==> src/rtl/rr_arbiter_pkg.sv <==
// rr_arbiter_pkg: shared types and width helper for the round-robin arbiter
// (the starvation monitor in rr_arbiter is enabled by RR_ARBITER_STARVE_MON_EN)
package rr_arbiter_pkg;
  typedef enum logic {IDLE, GRANT} state_t;
  function automatic int unsigned idx_w(input int unsigned n);
    return (n > 1) ? $clog2(n) : 1;
  endfunction
endpackage

==> src/rtl/rr_prio_enc.sv <==
// rr_prio_enc: index of the lowest set bit of in_vec, with valid when any bit is set
module rr_prio_enc
  import rr_arbiter_pkg::*;
#(
  parameter int unsigned N = 16,
  localparam int unsigned IW = idx_w(N)
) (
  input  logic [N-1:0]  in_vec,
  output logic [IW-1:0] idx,
  output logic          valid
);
  always_comb begin
    idx = '0;
    for (int i = N - 1; i >= 0; i--) idx = in_vec[i] ? IW'(i) : idx;
  end
  assign valid = |in_vec;
endmodule

==> src/rtl/rr_arbiter.sv <==
// rr_arbiter: round-robin arbiter with registered one-hot/index grant and valid/ready handshake
// Define RR_ARBITER_STARVE_MON_EN to build the per-requester starvation counters behind starve_o.
module rr_arbiter
  import rr_arbiter_pkg::*;
#(
  parameter int unsigned NUM_REQ = 16,
  parameter int unsigned MAX_WAIT = 255,
  localparam int unsigned IW = idx_w(NUM_REQ)
) (
  input  logic               clk_i,
  input  logic               rst_i,
  input  logic [NUM_REQ-1:0] req_i,
  output logic [NUM_REQ-1:0] gnt_o,
  output logic [IW-1:0]      gnt_idx_o,
  output logic               gnt_valid_o,
  input  logic               gnt_ready_i,
  output logic [NUM_REQ-1:0] starve_o
);
  state_t state, state_d;
  logic [IW-1:0] ptr, ptr_nxt, eff_ptr, hi_idx, raw_idx, win_idx;
  logic [NUM_REQ-1:0] cand, hi;
  logic accept, hi_vld, raw_vld, load;
  if (NUM_REQ < 2 || MAX_WAIT < 1) begin : g_bad_cfg
    $error("rr_arbiter: NUM_REQ must be >= 2 and MAX_WAIT >= 1");
  end
  assign gnt_valid_o = (state == GRANT);
  assign accept = gnt_valid_o & gnt_ready_i;
  assign ptr_nxt = (gnt_idx_o == IW'(NUM_REQ - 1)) ? '0 : gnt_idx_o + 1'b1;
  // On an accept edge the re-pick already uses the advanced pointer and skips the accepted requester.
  assign eff_ptr = accept ? ptr_nxt : ptr;
  assign cand = accept ? req_i & ~gnt_o : req_i;
  always_comb begin
    hi = '0;
    for (int i = 0; i < NUM_REQ; i++) hi[i] = cand[i] & (i >= int'(eff_ptr));
  end
  rr_prio_enc #(.N(NUM_REQ)) u_hi (.in_vec(hi), .idx(hi_idx), .valid(hi_vld));
  rr_prio_enc #(.N(NUM_REQ)) u_raw (.in_vec(cand), .idx(raw_idx), .valid(raw_vld));
  assign win_idx = hi_vld ? hi_idx : raw_idx;
  always_comb begin
    load = raw_vld & ((state == IDLE) | accept);
    state_d = load ? GRANT : accept ? IDLE : state;
  end
  always_ff @(posedge clk_i) begin
    if (rst_i) begin
      state <= IDLE;
      ptr <= '0;
      gnt_o <= '0;
      gnt_idx_o <= '0;
    end else begin
      state <= state_d;
      ptr <= eff_ptr;
      gnt_o <= load ? NUM_REQ'(1) << win_idx : accept ? '0 : gnt_o;
      gnt_idx_o <= load ? win_idx : accept ? '0 : gnt_idx_o;
    end
  end
`ifdef RR_ARBITER_STARVE_MON_EN
  localparam int unsigned CW = idx_w(MAX_WAIT + 1);
  for (genvar g = 0; g < NUM_REQ; g++) begin : g_mon
    logic [CW-1:0] cnt;
    logic held;
    // A requester holding the grant is being served, so its wait does not grow.
    assign held = gnt_valid_o && (gnt_idx_o == IW'(g));
    always_ff @(posedge clk_i) begin
      if (rst_i || !req_i[g] || (accept && held)) cnt <= '0;
      else if (!held && cnt != CW'(MAX_WAIT)) cnt <= cnt + 1'b1;
    end
    assign starve_o[g] = (cnt == CW'(MAX_WAIT));
  end
`else
  assign starve_o = '0;
`endif
endmodule
==> config.mk <==
export PLATFORM = sky130hd
export DESIGN_NAME = rr_arbiter
export DESIGN_NICKNAME = d
export VERILOG_FILES = /design/src/rtl/rr_arbiter_pkg.sv /design/src/rtl/rr_prio_enc.sv /design/src/rtl/rr_arbiter.sv
export SDC_FILE = /design/constraint.sdc
export NUM_CORES = 1
export LEC_CHECK = 0
export ABC_CLOCK_PERIOD_IN_PS = 3650
export BUFFER_PORTS_ARGS = -buffer_cell sky130_fd_sc_hd__buf_4
export CELL_PAD_IN_SITES_DETAIL_PLACEMENT = 1
export CELL_PAD_IN_SITES_GLOBAL_PLACEMENT = 2
export CORE_AREA = 10 10 98 100
export DETAILED_ROUTE_END_ITERATION = 7
export DIE_AREA = 0 0 108 110
export PLACE_DENSITY_LB_ADDON = 0.08
export SYNTH_ARGS = -nofsm -noshare
export SYNTH_HDL_FRONTEND = slang
export SYNTH_SLANG_ARGS = --single-unit
export TNS_END_PERCENT = 10
==> constraint.sdc <==
create_clock -name clk_i -period 3.65 [get_ports clk_i]
set_input_delay 0.73 -clock clk_i [delete_from_list [all_inputs] [get_ports clk_i]]
set_output_delay 0.73 -clock clk_i [all_outputs]
set_load 0.01 [all_outputs]
==> results.sh <==
export IMPL_status="completed"
export IMPL_htree_levels=1
export IMPL_via_count=2471
export IMPL_avgSynthCellArea_um2=7.84
export IMPL_p_comb_share_pct=40.8
export IMPL_dieArea_um2=11900
export IMPL_grt_max_degree=20
export IMPL_hold_ws_ps=501
export IMPL_syn_area_um2=2250
export IMPL_globalplace_congestion=0.855
export IMPL_initial_core_util_pct=29.4
export IMPL_num_io_pins=56
export IMPL_drtPass1Iterations=4
export IMPL_arrival_ps=3530
export IMPL_cp_endpoint="gnt_o[15]$_SDFFE_PP0P_"
export IMPL_worst_pin_slew_ps=573
export IMPL_startpoint_type="register"
export IMPL_grt_antenna_before_repair=0
export IMPL_synth_edf_count=0
export IMPL_clk_latency_ps=280
export IMPL_die_w_um=108
export IMPL_drive_above_1_share_pct=26.2
export IMPL_rows=32
export IMPL_p_int_uw=503
export IMPL_cts_sinks=25
export IMPL_tns_ps=0
export IMPL_powerDensity_nw_per_um2=294
export IMPL_criticalPathCategory="reg2reg"
export IMPL_synthCells=287
export IMPL_synth_seq_cells=25
export IMPL_cts_hold_buffers=0
export IMPL_swShare_pct=38.5
export IMPL_reg2reg_setup_slack_ps=350
export IMPL_hold_path_class="reg2reg"
export IMPL_p_sw_uw=314
export IMPL_clock_power_share_pct=21.1
export IMPL_r2r_start="gnt_idx_o[0]$_SDFFE_PP0P_"
export IMPL_maxSlewHeadroom_pct=61.8
export IMPL_crit_start="gnt_idx_o[0]$_SDFFE_PP0P_"
export IMPL_dp_hpwl_um=7660
export IMPL_postRouteWirelength_um=9200
export IMPL_wl_per_cell_um=20.7
export IMPL_dpl_cell_area_um2=2730
export IMPL_final_cell_area_um2=2780
export IMPL_cts_root_buffer="clkbuf_8"
export IMPL_final_setup_viol_count=0
export IMPL_power_uw=817
export IMPL_area_delta_synth_final_pct=23.5
export IMPL_insertedDiodeCount=0
export IMPL_chipHeight_um=110
export IMPL_fin_crit_sh_pct=90.4
export IMPL_fmax_ghz=0.303
export IMPL_ys_flop_type="dfxtp_1"
export IMPL_r2r_end="gnt_o[15]$_SDFFE_PP0P_"
export IMPL_grt_pass1_vias=2503
export IMPL_drtIter0Drc=156
export IMPL_rsz0062_at_grt="false"
export IMPL_clk_pin_slew_worst_paths_ps=90
export IMPL_cts_buffer_depth=2
export IMPL_yosys_warnings=0
export IMPL_leakage_nw=1.09
export IMPL_synth_seq_area_share_pct=22.2
export IMPL_cts_tree="built"
export IMPL_cts_resized=0
export IMPL_vias_per_cell=5.55
export IMPL_crit_path_end_kind="register"
export IMPL_post_cts_buffers=0
export IMPL_fin_crit_ps=3300
export IMPL_core_area_um2=7650
export IMPL_worstPathMaxFanout=7
export IMPL_postSynth_asyncResetShare_pct=0
export IMPL_drcViolationCount=0
export IMPL_fin_nets=364
export IMPL_maxCapViolations=0
export IMPL_required_ps=3880
export IMPL_slew_violations=0
export IMPL_ant_nets=0
export IMPL_synth_distinct_cells=73
export IMPL_seqPwrFrac_pct=38.0
export IMPL_numCtsBuffers=3
export IMPL_overflow=0
export IMPL_irDropWorstVdd_mv=0.171
export IMPL_portBuffers=39
export IMPL_track_usage_pct=15.6
export IMPL_hold_viol_final=0
export IMPL_grt_pass1_wl_um=14400
export IMPL_reg2reg_depth=9
export IMPL_finClkSkew_ps=1.52
-- power groups by stage --
| stage | Sequential [mW] | Clock, mW | Combinational (mW) |
|---|---|---|---|
| after floorplan | 0.314 | 0 | 0.202 |
| after CTS | 0.311 | 0.174 | 0.335 |
| after global placement | 0.318 | 0 | 0.334 |
| after detailed placement | 0.317 | 0 | 0.333 |
| after global routing | 0.314 | 0.188 | 0.369 |
| final | 0.311 | 0.173 | 0.333 |
-- state kept, by name (all words and copies together) (netlist names) --
register,flops
gnt_o,16
ptr,4
gnt_idx_o,4
gnt_valid_o,1
-- cell type report --
| type | count | area, µm² |
|---|---|---|
| Fill cell | 964 | 4870 |
| Tap cell | 102 | 128 |
| Clock buffer | 3 | 41.3 |
| Timing Repair Buffer | 64 | 480 |
| Inverter | 8 | 30.0 |
| Clock inverter | 1 | 5.00 |
| Multi-Input combinational cell | 242 | 1590 |
| Sequential cell | 25 | 500 |
-- worst max-delay path, stage by stage (launching register included) --
cell and delay, ps:
dfxtp_1 370, ha_1 430, and3_1 290, a32oi_2 120, o41a_1 480, a311oi_2 260
nor3b_4 390, o2111ai_1 310, a21boi_0 390, a32o_1 210
-- layer usage --
metal	routed length, µm	vias to the layer above	part of all wire, %	track usage, %
li1	-	1192	-	-
met1	4150	1209	45	20.0
met2	4480	58	49	26.2
met3	437	12	4.7	2.67
met4	142	0	1.5	4.20
met5	0	-	0	0
-- cells by family (layout without fill, tap and decap cells) --
group                      after synthesis  in the layout  synth area share, %
AOI/OAI and AO/OA                      117            117                 40.1
and+or+nand+nor                        103            103                 24.8
buffers and inverters                   35             76                 9.40
DFF                                     25             25                 22.2
muxes                                    4              4                 2.06
adders and majority gates                1              1                0.556
other                                    1             16                0.167
xor gates and xnor gates                 1              1                0.723
-- cell usage after synthesis, drive strengths merged (3+ instances only) --
cell type | number | area [µm²]
a32oi | 4 | 42.6
and2 | 6 | 37.5
a21boi | 11 | 86.3
buf | 23 | 166
a22oi | 4 | 30.0
a32o | 5 | 50.1
a211oi | 5 | 37.5
nand2b | 7 | 43.8
and3 | 3 | 18.8
o21ai | 21 | 105
nor3 | 4 | 25.0
a2111oi | 3 | 70.1
nand4 | 3 | 18.8
clkbuf | 4 | 15.0
nand2 | 33 | 126
a21oi | 20 | 104
dfxtp | 25 | 500
a211o | 3 | 27.5
a31oi | 5 | 31.3
a22o | 5 | 43.8
o2bb2ai | 3 | 26.3
o211ai | 4 | 30.0
nand3 | 19 | 95.1
nor2 | 12 | 45.0
inv | 8 | 30.0
-- cells in the final DEF, fill, tap and decap left out, types with 5 or more instances in the layout --
master,n
buf_4,64
nand2_1,32
dfxtp_1,25
a21oi_1,19
nand3_1,19
o21ai_0,16
conb_1,16
nor2_1,12
a21boi_0,9
inv_1,8
nand2b_1,7
and2_1,6
a31oi_1,5
a211oi_1,5
a22o_1,5
o21ai_1,5
a32o_1,5
-- worst min-delay path by stage --
stage	startpoint	end	slack (ps)	cells past startpoint
finish	gnt_o[2]$_SDFFE_PP0P_	gnt_o[2]$_SDFFE_PP0P_	500	2
global route	gnt_o[2]$_SDFFE_PP0P_	gnt_o[2]$_SDFFE_PP0P_	540	2
CTS	gnt_o[2]$_SDFFE_PP0P_	gnt_o[2]$_SDFFE_PP0P_	500	2
detailed placement	gnt_o[2]$_SDFFE_PP0P_	gnt_o[2]$_SDFFE_PP0P_	490	2
global placement	gnt_o[6]$_SDFFE_PP0P_	gnt_o[6]$_SDFFE_PP0P_	480	2
floorplan	gnt_o[14]$_SDFFE_PP0P_	gnt_o[14]$_SDFFE_PP0P_	480	2
-- stage by stage --
stage / setup slack (ps) / instances / util [%]
after floorplan: 597 / 302 / -
after global placement: 115 / 441 / 35.7
after detailed placement: 122 / 441 / 35.7
after CTS: 346 / 445 / 36.3
after global routing: 45.4 / 445 / 36.3
final: 349 / 445 / 36.3
Power figures use the tool's default switching activity.
